File: src/rtl/cdb_arbiter.sv
// Common data bus arbiter: two small per-source result FIFOs drained
// round-robin, one (tag, data) pair per cycle, onto a registered CDB.

module cdb_fifo #(
   parameter int DATA_W = 32,
   parameter int TAG_W  = 3,
   parameter int DEPTH  = 2
) (
   input  logic                    clk,
   input  logic                    rst,
   input  logic                    clear,
   input  logic                    push,
   input  logic [TAG_W-1:0]        push_tag,
   input  logic [DATA_W-1:0]       push_data,
   input  logic                    pop,
   output logic [TAG_W-1:0]        head_tag,
   output logic [DATA_W-1:0]       head_data,
   output logic [$clog2(DEPTH):0]  cnt,
   output logic                    ready,
   output logic                    not_empty
);

   localparam int PTR_W = $clog2(DEPTH);
   localparam int CNT_W = PTR_W + 1;
   localparam logic [CNT_W-1:0] FULL = CNT_W'(DEPTH);

   logic [TAG_W-1:0]  tag_mem  [DEPTH];
   logic [DATA_W-1:0] data_mem [DEPTH];
   logic [PTR_W-1:0]  wptr;
   logic [PTR_W-1:0]  rptr;

   // Storage needs no reset: pointers and count decide what is live.
   always_ff @(posedge clk) begin
      if (push) begin
         tag_mem[wptr]  <= push_tag;
         data_mem[wptr] <= push_data;
      end
   end

   always_ff @(posedge clk) begin
      if (!rst || clear) begin
         wptr <= '0;
         rptr <= '0;
         cnt  <= '0;
      end else begin
         if (push) wptr <= wptr + PTR_W'(1);
         if (pop)  rptr <= rptr + PTR_W'(1);
         case ({push, pop})
            2'b10:   cnt <= cnt + CNT_W'(1);
            2'b01:   cnt <= cnt - CNT_W'(1);
            default: cnt <= cnt;
         endcase
      end
   end

   always_comb begin
      head_tag  = tag_mem[rptr];
      head_data = data_mem[rptr];
      ready     = (cnt != FULL);
      not_empty = (cnt != '0);
   end

endmodule

module cdb_arbiter #(
   parameter int DATA_W = 32,
   parameter int TAG_W  = 3,
   parameter int DEPTH  = 2
) (
   input  logic                    clk,
   input  logic                    rst,
   input  logic                    flush,
   input  logic                    alu_valid,
   input  logic [TAG_W-1:0]        alu_des,
   input  logic [DATA_W-1:0]       alu_data,
   output logic                    alu_ready,
   input  logic                    mem_valid,
   input  logic [TAG_W-1:0]        mem_des,
   input  logic [DATA_W-1:0]       mem_data,
   output logic                    mem_ready,
   output logic                    cdb_valid,
   output logic [TAG_W-1:0]        cdb_des,
   output logic [DATA_W-1:0]       cdb_data,
   output logic [$clog2(DEPTH):0]  alu_cnt,
   output logic [$clog2(DEPTH):0]  mem_cnt
);

   typedef enum logic {SRC_ALU, SRC_MEM} src_t;

   src_t              last_grant;
   logic              alu_push, mem_push;
   logic              alu_ne, mem_ne;
   logic              grant_alu, grant_mem;
   logic [TAG_W-1:0]  alu_head_tag, mem_head_tag;
   logic [DATA_W-1:0] alu_head_data, mem_head_data;

   // Tag 0 means "no destination", so such results never enter a FIFO.
   always_comb begin
      alu_push = alu_valid && alu_ready && (alu_des != '0) && !flush;
      mem_push = mem_valid && mem_ready && (mem_des != '0) && !flush;
   end

   cdb_fifo #(.DATA_W(DATA_W), .TAG_W(TAG_W), .DEPTH(DEPTH)) u_alu_fifo (
      .clk       (clk),
      .rst       (rst),
      .clear     (flush),
      .push      (alu_push),
      .push_tag  (alu_des),
      .push_data (alu_data),
      .pop       (grant_alu),
      .head_tag  (alu_head_tag),
      .head_data (alu_head_data),
      .cnt       (alu_cnt),
      .ready     (alu_ready),
      .not_empty (alu_ne)
   );

   cdb_fifo #(.DATA_W(DATA_W), .TAG_W(TAG_W), .DEPTH(DEPTH)) u_mem_fifo (
      .clk       (clk),
      .rst       (rst),
      .clear     (flush),
      .push      (mem_push),
      .push_tag  (mem_des),
      .push_data (mem_data),
      .pop       (grant_mem),
      .head_tag  (mem_head_tag),
      .head_data (mem_head_data),
      .cnt       (mem_cnt),
      .ready     (mem_ready),
      .not_empty (mem_ne)
   );

   // Under contention the source that did not win last time goes next.
   always_comb begin
      grant_alu = 1'b0;
      grant_mem = 1'b0;
      if (alu_ne && mem_ne) begin
         if (last_grant == SRC_MEM) grant_alu = 1'b1;
         else                       grant_mem = 1'b1;
      end else if (alu_ne) begin
         grant_alu = 1'b1;
      end else if (mem_ne) begin
         grant_mem = 1'b1;
      end
   end

   always_ff @(posedge clk) begin
      if (!rst) begin
         cdb_valid  <= 1'b0;
         cdb_des    <= '0;
         cdb_data   <= '0;
         last_grant <= SRC_MEM;
      end else if (flush) begin
         cdb_valid  <= 1'b0;
         cdb_des    <= '0;
      end else if (grant_alu) begin
         cdb_valid  <= 1'b1;
         cdb_des    <= alu_head_tag;
         cdb_data   <= alu_head_data;
         last_grant <= SRC_ALU;
      end else if (grant_mem) begin
         cdb_valid  <= 1'b1;
         cdb_des    <= mem_head_tag;
         cdb_data   <= mem_head_data;
         last_grant <= SRC_MEM;
      end else begin
         cdb_valid  <= 1'b0;
         cdb_des    <= '0;
      end
   end

endmodule

File: config.mk
export PLATFORM = sky130hd
export DESIGN_NAME = cdb_arbiter
export DESIGN_NICKNAME = d
export VERILOG_FILES = /design/src/rtl/cdb_arbiter.sv
export SDC_FILE = /design/constraint.sdc
export NUM_CORES = 1
export LEC_CHECK = 0
export ABC_AREA = 1
export CORE_ASPECT_RATIO = 0.5
export CORE_UTILIZATION = 45
export CTS_BUF_LIST = sky130_fd_sc_hd__clkbuf_4
export DETAILED_ROUTE_END_ITERATION = 10
export GPL_TIMING_DRIVEN = 0
export MAX_ROUTING_LAYER = met4
export PLACE_DENSITY = 0.72
export SYNTH_ARGS = -nofsm -noshare
export SYNTH_HDL_FRONTEND = slang
export SYNTH_SLANG_ARGS = --single-unit
File: constraint.sdc
create_clock -name clk -period 5.3 [get_ports clk]
set_input_delay 0.53 -clock clk [delete_from_list [all_inputs] [get_ports clk]]
set_output_delay 0.53 -clock clk [all_outputs]
set_load 0.05 [all_outputs]
==> After elaboration in Yosys (flattened, before gate mapping) <==
Memories as Yosys holds them, arrays and structs flattened. A register that Yosys moved wholly into a read port is not among the register bits.
Index checks and enable logic that the tools add are counted.
{ "totals": {"input_bits": 75, "regBits": 45, "output_inout_bits": 42, "elab_cells": 78, "mem_count": 4, "ramBits": 140} }
{ "mem_list": {"columns": ["name", "words", "width", "rd", "rd_clocked_by_memory_dff", "write_ports", "line", "rtl"], "rows": [
  ["u_alu_fifo.data_mem", 2, 32, 1, 1, 1, "28", "logic [DATA_W-1:0] data_mem [DEPTH];"],
  ["u_mem_fifo.data_mem", 2, 32, 1, 1, 1, "28", null],
  ["u_alu_fifo.tag_mem", 2, 3, 1, 1, 1, "27", "logic [TAG_W-1:0] tag_mem [DEPTH];"],
  ["u_mem_fifo.tag_mem", 2, 3, 1, 1, 1, "27", null]
]} }
{ "classes": {"reduce_logical": 19, "n_eq_ne": 6, "muxes": 29, "add_sub_neg": 8, "n_bitwise": 2} }
{ "op_table": {"columns": ["cell", "n"], "rows": [
  ["two-way mux 32 bit", 2],
  ["two-way mux 1 bit", 23],
  ["nonzero test 2 bit", 5],
  ["one-hot mux 2 bit (2 select lines)", 2],
  ["logical AND 1 bit", 7],
  ["two-way mux 3 bit", 2],
  ["nonzero test 3 bit", 2],
  ["adder 1 bit, second input constant", 4],
  ["adder 2 x 1 -> 2 bit, second input constant", 2],
  ["equality test 2 x 1 -> 1 bit, second input constant", 2],
  ["equality test 2 bit, second input constant", 2],
  ["!= test 2 bit, second input constant", 2],
  ["subtractor 2 x 1 -> 2 bit, second input constant", 2],
  ["zero test 1 bit", 2],
  ["NOT 1 bit", 2],
  ["AND reduction 2 bit", 1],
  ["OR reduction 2 bit", 1],
  ["logical OR 1 bit", 1]
]} }

==> Logic depth before layout (Yosys ltp) <==
Gate-level depths: netlist of the first run.
{ "depth": {"word_depth": 6, "mapped_depth": 10, "mapped_depth_nobuf": 9} }

==> By module <==
From an unflattened synthesis of the first run, not the netlist that was laid out.
{ "unflattened": {"hier_cells": 601, "area_unflattened_um2": 7788.7} }
{ "by_module_without_submodules": {"columns": ["module", "instances", "area_each_um2", "cells_per_inst", "seq_area_each_um2"], "rows": [
  ["cdb_fifo", 2, 2914.0, 144, 2202.1],
  ["cdb_arbiter", 1, 1960.6, 313, 740.7]
]} }

==> Worst setup path before layout of the first run <==
No wires, ideal clock.
{ "synth_timing": {"path_kind": "reg2reg", "from": "register u_alu_fifo.cnt[0]", "to": "memory u_alu_fifo.data_mem[1][0] (enable)", "path_buffers": 0, "period_less_slack_ns": 3.554, "t_arrival_ns": 3.125, "stages_incl_launch_ff": 6, "slack_ns": 1.746, "setup_time_ns": 0.429, "required_ns": 4.871, "cell_sequence": "dfxtp_1 inv_2 nand2_1 nand3_1 or2_2 nor2_1"} }
{ "synth_between": {"elab_chain_len": 6} }
{ "synth_rtl": {"columns": ["item", "line", "rtl"], "rows": [
  ["start: declaration", "18", "output logic [$clog2(DEPTH):0] cnt,"],
  ["start signal: assignment", "49", "2'b10: cnt <= cnt + CNT_W'(1);"],
  ["start signal: assignment", "50", "2'b01: cnt <= cnt - CNT_W'(1);"],
  ["start signal: assignment", "51", "default: cnt <= cnt;"],
  ["!= test 2 bit", "59", "ready = (cnt != FULL);"],
  ["net alu_ready", "76", "output logic alu_ready,"],
  ["logical AND 1 bit (3 in a row)", "99", "alu_push = alu_valid && alu_ready && (alu_des != '0) && !flush;"],
  ["two-way mux 1 bit", "34", "if (push) begin"],
  ["two-way mux 1 bit (implied by the code)", "36", "data_mem[wptr] <= push_data;"],
  ["end: declaration", "28", null]
]} }
The timed path passes the listed nets, and every way through them passes these cells.

==> Final worst setup path of the first run <==
{ "layout_timing": {"from": "register u_mem_fifo.cnt[0]", "to": "output port mem_ready"} }
{ "layout_between": {"elab_chain_len": 1} }
{ "layout_rtl": {"columns": ["item", "line", "rtl"], "rows": [
  ["start: declaration", "18", null],
  ["start signal: assignment", "49", null],
  ["start signal: assignment", "50", null],
  ["start signal: assignment", "51", null],
  ["!= test 2 bit", "59", null],
  ["end: declaration", "80", "output logic mem_ready,"]
]} }
Every way passes these cells.

==> results.yml, run 1 <==
routing:
  dr_wl_met3_um: 753
  antenna_left: 0
  drt_first_iter_violations: 348
  highest_layer: "met4"
  wl_per_cell_um: 14.7
  vias: 5110
  routed-wl-met2_um: 7640
  met1Wirelength_um: 6910
  vias_per_cell: 4.85
  dr.pass1.iters: 5
  totalWireLength_um: 15500
  drc_errors: 0
global_route:
  grt_max_degree: 33
  grt-ovfl-total: 0
  grt_pass1_vias: 5000
  antenna_found_initial: 0
  grtUsageTotal: 0.196
  grt_pass1_wl_um: 24000
sta:
  min_period_ns: 2.55
  relSlewSlack: 0.639
  finalSetupViolCount: 0
  tns_ns: 0
  fin_worst_skew_ns: 0.0191
  tightest_slew_ns: 0.542
  rsz0062_at_grt: "false"
  hold_violations: 0
  timing.final.crit_share: 0.481
  maxSlewViolCount: 0
  setup_ws_ns: 2.75
  fmax_mhz: 392
worst_setup_path:
  max_stage_delay_ns: 0.80
  arrival_ns: 2.02
  slowest_stage: "clkdlybuf4s50_1"
  crit_fanout: 7
  path_class: "reg -> out"
  crit_required_ns: 4.77
  crit_path_end_kind: "output pin"
  crit_chain: "inv_2 -> nand2_1 -> clkdlybuf4s50_1"
  start_kind: "flip-flop"
cts:
  clk_path_buf_depth: 2
  numCtsBuffers: 17
  htree_levels: 4
  cts_setup_buffers: 0
  clkSinkCount: 187
  worstSkewPairLatency_ns: 0.56
  cts_tree: "yes"
  post_cts_resized: 0
  path_clk_slew_ns: 0.15
  hold_buffers: 0
  cts_root_buf: "clkbuf_4"
finish:
  fillers: 1355
  regArea_um2: 5140
  antennaDiodeCount: 0
  nets: 896
  drive_gt1_frac: 0.0938
  synthToLayoutAreaGrowth_pct: 24.5
  multi_input_area_um2: 1800
placement:
  dpl.hpwl_um: 11300
  gp_congestion: 0.842
  detailedPlace.worstSlack_ns: 2.83
  io_buffer_count: 116
synth:
  ys_types: 28
  synth.area.top_cells: "edfxtp_1, dfxtp_1, nand2_1"
  syn_area_um2: 7380
  synth_edf_count: 140
  syn_inst: 680
  async_flop_share: 0
  synth_nets: 757
  synth_top_area_frac: 0.570
  synth_seq_area_share: 0.697
  synth_top_cell_by_area: "edfxtp_1"
  avgSynthCellArea_um2: 10.9
  ys.flop_type: "edfxtp_1"
  ys_warn_count: 0
  synth_most_common_cell: "nand2_1"
  synth_common_cells: "nand2_1, edfxtp_1, inv_1, a21oi_1, dfxtp_1"
  ys_ff_latch: 187
die:
  num_rows: 32
  core_region_area_um2: 15700
  initial_utilization: 0.470
  fp.dieArea_um2: 16900
  fp.dieH_um: 92.6
  die-width_um: 183
  ios: 117
power_and_ir_drop:
  power_density_nw_per_um2: 335
  leakage_nw: 3.58
  peakVddDrop_mv: 0.169
worst_hold_path:
  min_path_type: "reg -> reg"
job:
  cap_violations: 0
status:
  status: "finished, final reports clean"
through the flow:
| stage | cell area (um2) | cells | hold WS (ns) | power (mW) | utilization |
|---|---|---|---|---|---|
| final | 9190 | 1053 | 0.468 | 3.08 | 0.586 |
| after detailed placement | 8930 | 1021 | 0.444 | 2.38 | 0.569 |
| after global placement | 8820 | 1017 | 0.436 | 2.36 | 0.562 |
| after global routing | 9190 | 1053 | 0.479 | 3.23 | 0.586 |
| after CTS | 9190 | 1053 | 0.471 | 3.10 | 0.586 |
| after floorplan | 7380 | 680 | 0.425 | 2.14 | - |
power breakdown:
part	switching, mW	internal [mW]
clock	0.482	0.249
combinational	0.420	0.242
sequential	0.0394	1.65
path summary, 6_finish.rpt:
| kind | slack, ns | from | cells past startpoint | to |
|---|---|---|---|---|
| hold reg to reg | 0.47 | u_alu_fifo.rptr | 1 | u_alu_fifo.rptr |
| setup reg to reg | 3.41 | u_mem_fifo.cnt[0] | 9 | u_mem_fifo.cnt[1] |
| hold / removal | 0.47 | u_alu_fifo.rptr | 1 | u_alu_fifo.rptr |
| setup / recovery | 2.75 | u_mem_fifo.cnt[0] | 3 | mem_ready |
layout by cell type (no fill, tap or decap), types with 3 or more instances in the layout:
cell type	instances
o21a_1	20
clkdlybuf4s50_1	116
inv_6	3
buf_2	15
edfxtp_1	140
nand2_1	212
o21ai_0	24
nand3_1	33
mux2_2	3
inv_1	74
buf_4	4
nor2_4	5
buf_12	4
dfxtp_1	47
clkbuf_1	7
nor2_1	19
inv_2	3
a21oi_1	52
clkinv_4	3
clkinv_2	3
buf_6	4
clkbuf_4	19
state kept, by name, summed over array words and instances (netlist names), named ones only:
| name | count |
|---|---|
| cdb_data | 32 |
| cdb_des | 3 |
| cdb_valid | 1 |
| last_grant | 1 |
| u_alu_fifo.cnt | 2 |
| u_alu_fifo.data_mem | 64 |
| u_alu_fifo.rptr | 1 |
| u_alu_fifo.tag_mem | 6 |
| u_alu_fifo.wptr | 1 |
| u_mem_fifo.cnt | 2 |
| u_mem_fifo.data_mem | 64 |
| u_mem_fifo.rptr | 1 |
| u_mem_fifo.tag_mem | 6 |
| u_mem_fifo.wptr | 1 |
cell type report:
class,instances,area share
sequential,187,0.560
multi-input combinational,385,0.195
timing repair buffer,120,0.135
inverter,78,0.0319
tap,221,0.0301
buffer,30,0.0192
clock buffer,19,0.0155
clock inverter,13,0.0131
layer usage:
| layer | vias up | global-route usage |
|---|---|---|
| met4 | 0 | 0.0396 |
| met2 | 138 | 0.328 |
| met1 | 2435 | 0.242 |
| li1 | 2525 | - |
| met3 | 12 | 0.0488 |
| met5 | - | - |
logic make-up (layout without fill, tap and decap cells):
group / count (synthesis) / count (layout) / share of synthesized area
and+or+nand+nor: 279 / 279 / 0.154
DFF: 187 / 187 / 0.697
buffers and inverters: 108 / 260 / 0.0636
AOI/OAI and AO/OA: 99 / 99 / 0.0749
muxes: 3 / 3 / 0.00458
adders and majority gates: 2 / 2 / 0.00339
xor gates and xnor gates: 2 / 2 / 0.00237
worst max-delay path: cells and delay by family (launching register included):
| family | cells | cell delay (ns) |
|---|---|---|
| simple gates | 1 | 0.08 |
| buf+inv | 2 | 0.88 |
| flops | 1 | 0.51 |
(Power assumes the default switching activity.)
==> run 2, diff against run 1 <==
Settings changed: PLACE_DENSITY 0.72 to 0.74.
Clock period 5.3 ns to 2.1 ns, I/O delays scaled along.
==> run 2 against run 1 <==
Sequential share of layout area increased by 0.071 points; global-route usage shrank 0.41 points; final area is essentially flat; non-clock buffer count is 4 lower; sequential cell count unchanged; cell count is 0.19% lower; total power increased to 2.6 times the previous value; core utilization barely moved.
==> results.yml, run 2 (synthesis results as in run 1) <==
cts:
  cts_root_buf: "clkbuf_4"
  worstSkewPairLatency_ns: 0.55
  htree_levels: 4
  cts_tree: "yes"
  clkSinkCount: 187
  path_clk_slew_ns: 0.17
  numCtsBuffers: 17
  cts_setup_buffers: 0
  clk_path_buf_depth: 2
  hold_buffers: 0
finish:
  most-common-layout-cells: "nand2_1, edfxtp_1, clkdlybuf4s50_1"
  synthToLayoutAreaGrowth_pct: 24.6
  nets: 894
  drive_gt1_frac: 0.102
  stdcell_count: 1051
  layout_commonest_cell: "nand2_1"
  antennaDiodeCount: 0
  fillers: 1342
  top_regs: "u_alu_fifo.data_mem (64), u_mem_fifo.data_mem (64), cdb_data (32)"
sta:
  setup_ws_ns: 0.0822
  rsz0062_at_grt: "true"
  min_period_ns: 2.02
  tightest_slew_ns: 1.06
  fmax_mhz: 496
  relSlewSlack: 0.292
  finalSetupViolCount: 0
  maxSlewViolCount: 0
  timing.final.crit_share: 0.961
  hold_violations: 0
  fin_worst_skew_ns: 0.0321
global_route:
  grt-ovfl-total: 0
  grt_pass1_vias: 5037
  grt_max_degree: 37
  antenna_found_initial: 0
  grt_pass1_wl_um: 23900
  grtUsageTotal: 0.191
die:
  ios: 117
  core_region_area_um2: 15700
  fp.dieH_um: 92.6
  num_rows: 32
  initial_utilization: 0.470
  fp.dieArea_um2: 16900
  die-width_um: 183
worst_setup_path:
  ff2ff_setup_slack_ns: 0.08
  crit_fanout: 36
  start_kind: "flip-flop"
  crit_path_end_kind: "flip-flop"
  crit_required_ns: 2.26
  path_class: "reg -> reg"
  arrival_ns: 2.18
  ff2ff_path_depth: 5
worst_hold_path:
  min_path_type: "in -> reg"
  whs_path_depth: 1
power_and_ir_drop:
  leakage_nw: 3.57
  power_density_nw_per_um2: 858
  peakVddDrop_mv: 0.450
routing:
  wl_per_cell_um: 14.8
  antenna_left: 0
  drc_errors: 0
  vias_per_cell: 4.85
  drt_first_iter_violations: 364
  dr.pass1.iters: 5
  totalWireLength_um: 15600
  vias: 5095
status:
  status: "finished, final reports clean"
placement:
  io_buffer_count: 116
  gp_congestion: 0.841
  detailedPlace.worstSlack_ns: -0.567
  dp.cells: 1017
  dpl.hpwl_um: 11000
job:
  cap_violations: 0
## run 2: changes by cell type in the layout (fill, tap and decap cells not counted), moves of 2 or more
cell | previous run | this run
nand2_1 | 212 | 210
or2_4 | 0 | 2
buf_12 | 4 | 0
inv_2 | 3 | 1
clkdlybuf4s50_1 | 116 | 114
nand2_4 | 1 | 3
nand3_1 | 33 | 31
nand3_2 | 0 | 2
dlygate4sd2_1 | 0 | 2
dfxtp_4 | 0 | 2
dfxtp_1 | 47 | 43
inv_4 | 0 | 2
nor2_4 | 5 | 7
dfxtp_2 | 0 | 2
## run 2: area by class of cell
cell class / instances / area (um2) / share of cell area
Buffer: 30 / 176 / 0.0192
Clock buffer: 19 / 143 / 0.0155
Clock inverter: 13 / 141 / 0.0154
Inverter: 78 / 298 / 0.0324
Multi-Input combinational cell: 387 / 1850 / 0.201
Sequential cell: 187 / 5150 / 0.560
Tap cell: 221 / 277 / 0.0301
Timing Repair Buffer: 116 / 1160 / 0.126
## run 2: worst max-delay path, cell delays in order (launching register included)
cell and delay, ns:
dfxtp_4 0.41, inv_4 0.05, nand2_4 0.05, nand3_2 0.05, or2_4 0.26, nor2_4 0.80
## run 2: metal layers
layer | vias to the layer above | share of wire | track usage | routed length, um
met2 | 133 | 0.48 | 0.327 | 7510
met5 | - | 0 | - | 0
met4 | 0 | 0.011 | 0.0500 | 175
met1 | 2425 | 0.46 | 0.238 | 7140
met3 | 17 | 0.050 | 0.0338 | 774
li1 | 2520 | - | - | -
## run 2: worst paths after layout
kind | from | end
max | u_alu_fifo.cnt[0] | u_alu_fifo.data_mem[1][22]
min | alu_data[6] | u_alu_fifo.data_mem[0][6]
max reg2reg | u_alu_fifo.cnt[0] | u_alu_fifo.data_mem[1][22]
min reg2reg | u_alu_fifo.rptr | u_alu_fifo.rptr
## run 2: timing repair
action,CTS,global route
endpoints found under the setup margin,142,140
pin swaps,3,3
gates cloned,0,2
resized for setup,7,3
## run 2: power by group
group / total [mW] / leakage, nW / internal (mW) / switching, mW
Clock: 1.97 / 0.152 / 0.746 / 1.22
Sequential: 4.26 / 1.67 / 4.16 / 0.102
Combinational: 1.67 / 1.75 / 0.606 / 1.06
Total: 7.89 / 3.57 / 5.51 / 2.38
## run 2: metrics by stage
step	area (um2)	power [mW]	TNS [ns]	util	hold slack, ns
finish	9200	7.89	0	0.586	0.219
global route	9200	8.25	-1.85	0.586	0.191
CTS	9170	7.93	-0.00925	0.584	0.183
detailed placement	8870	6.00	-74.92	0.565	0.445
global placement	8870	5.97	-68.44	0.565	0.435
floorplan	7440	5.40	0	-	0.309
==> run 3, diff against run 2 <==
==> constraint.sdc (replaced) <==
create_clock -name clk -period 2.1 [get_ports clk]
set_input_delay 0.21 -clock clk [delete_from_list [all_inputs] [get_ports clk]]
set_output_delay 0.21 -clock clk [all_outputs]
set_load 0.02 [all_outputs]
==> run 3 against run 2 <==
Register-to-register slack lost 0.06 ns; largest power group unchanged; first-iteration DRC count decreased by 5.8%; sequential power is essentially flat; global-route usage up 0.49 points; clock-buffer cell count increased by 1; critical path depth did not move; cell count is the same; wire length grew 4.3%; clock power barely moved; via count increased by 1.8%.
==> results.yml, run 3 (synthesis results as in run 1) <==
cts:
  clkSinkCount: 187
  numCtsBuffers: 17
  htree_levels: 4
  cts_setup_buffers: 0
  clk_path_buf_depth: 2
  cts_tree: "yes"
  path_clk_slew_ns: 0.15
  worstSkewPairLatency_ns: 0.56
  cts_root_buf: "clkbuf_4"
sta:
  fmax_mhz: 481
  timing.final.crit_share: 0.989
  maxSlewViolCount: 0
  tns_ns: 0
  tightest_slew_ns: 1.11
  rsz0062_at_grt: "true"
  fin_worst_skew_ns: 0.0183
  finalSetupViolCount: 0
  hold_violations: 0
  min_period_ns: 2.08
  relSlewSlack: 0.256
die:
  fp.dieH_um: 92.6
  die-width_um: 183
  num_rows: 32
  ios: 117
  initial_utilization: 0.470
  fp.dieArea_um2: 16900
  core_region_area_um2: 15700
routing:
  antenna_left: 0
  wl_per_cell_um: 15.5
  drt_first_iter_violations: 343
  vias: 5187
  dr.pass1.iters: 5
  vias_per_cell: 4.94
  drc_errors: 0
  totalWireLength_um: 16300
worst_setup_path:
  slowest_stage: "nor2_4"
  crit_chain: "inv_4 -> nand2_4 -> nand3_2 -> or2_4 -> nor2_4"
  crit_path_end_kind: "flip-flop"
  max_stage_delay_ns: 0.83
  crit_fanout: 36
  crit_required_ns: 2.28
  path_class: "reg -> reg"
  start_kind: "flip-flop"
  arrival_ns: 2.26
finish:
  multi_input_area_um2: 1840
  antennaDiodeCount: 0
  regArea_um2: 5150
  drive_gt1_frac: 0.0976
  stdcell_count: 1051
  synthToLayoutAreaGrowth_pct: 24.4
  layout_commonest_cell: "nand2_1"
  top_regs: "u_alu_fifo.data_mem (64), u_mem_fifo.data_mem (64), cdb_data (32)"
  fillers: 1341
  most-common-layout-cells: "nand2_1, edfxtp_1, clkdlybuf4s50_1"
  nets: 894
power_and_ir_drop:
  peakVddDrop_mv: 0.351
  sequentialPowerShare: 0.555
  clkPwrFrac: 0.252
  p_sw_mw: 2.18
  leakage_nw: 3.56
  power_density_nw_per_um2: 837
  intPower_mw: 5.51
  power.total_mw: 7.68
  combinationalPowerShare: 0.193
  p_sw_frac: 0.283
job:
  cap_violations: 0
global_route:
  grtUsageTotal: 0.196
  grt_pass1_vias: 5078
  grt-ovfl-total: 0
  grt_max_degree: 37
  antenna_found_initial: 0
  grt_pass1_wl_um: 24200
worst_hold_path:
  min_path_type: "in -> reg"
placement:
  io_buffer_count: 116
  gp_congestion: 0.852
  dpl.hpwl_um: 11200
  dp.cells: 1017
status:
  status: "finished, final reports clean"
run 3: area by class of cell:
cell class,instances,share of cell area
plain buffers,30,0.0192
multi-input cells,387,0.201
clock inverters,12,0.0134
repair buffers,116,0.126
clock buffers,20,0.0164
flip-flops and latches,187,0.561
well taps,221,0.0301
inverters,78,0.0322
run 3: repair_timing:
action,4_1_cts,5_1_grt
hold buffers,0,0
endpoints found under the setup margin,142,142
pin swaps,3,3
cloned,0,2
gates resized for setup,8,4
run 3: worst paths after layout:
kind                                        start                    endpoint  slack (ns)  depth (start not counted)
worst max-delay path            u_alu_fifo.cnt[0]  u_alu_fifo.data_mem[1][20]        0.02                          5
worst min-delay path                  alu_data[7]   u_alu_fifo.data_mem[0][7]        0.22                          1
worst min register to register    u_mem_fifo.rptr                   flip-flop        0.46                          1
worst max register to register  u_alu_fifo.cnt[0]  u_alu_fifo.data_mem[1][20]        0.02                          5
run 3: power groups by stage:
| stage | clock network [mW] | registers [mW] | logic [mW] |
|---|---|---|---|
| after floorplan | 0 | 4.42 | 0.777 |
| final | 1.94 | 4.26 | 1.48 |
| after detailed placement | 0 | 4.34 | 1.46 |
| after CTS | 1.95 | 4.26 | 1.48 |
| after global routing | 2.09 | 4.28 | 1.63 |
| after global placement | 0 | 4.34 | 1.42 |
run 3: per-layer routing:
layer,share of wire,GRT usage,up-vias
met5,0,-,-
met1,0.45,0.239,2516
met3,0.046,0.0354,19
li1,-,-,2523
met2,0.49,0.338,129
met4,0.011,0.0563,0
run 3: critical path: cells and delay by family (launching register included):
kind | cells | cell delay [ns]
buffers and inverters | 1 | 0.05
flip-flops | 1 | 0.41
AND/OR/NAND/NOR | 4 | 1.20
run 3: per-stage QoR:
stage               setup slack (ns)   util  hold WS, ns  instance area [um2]
floorplan                     0.0400      -        0.309                 7410
global placement              -0.502  0.564        0.436                 8850
detailed placement            -0.565  0.564        0.440                 8850
CTS                         -0.00959  0.583        0.197                 9150
global route                  -0.120  0.585        0.203                 9180
finish                        0.0223  0.585        0.224                 9180
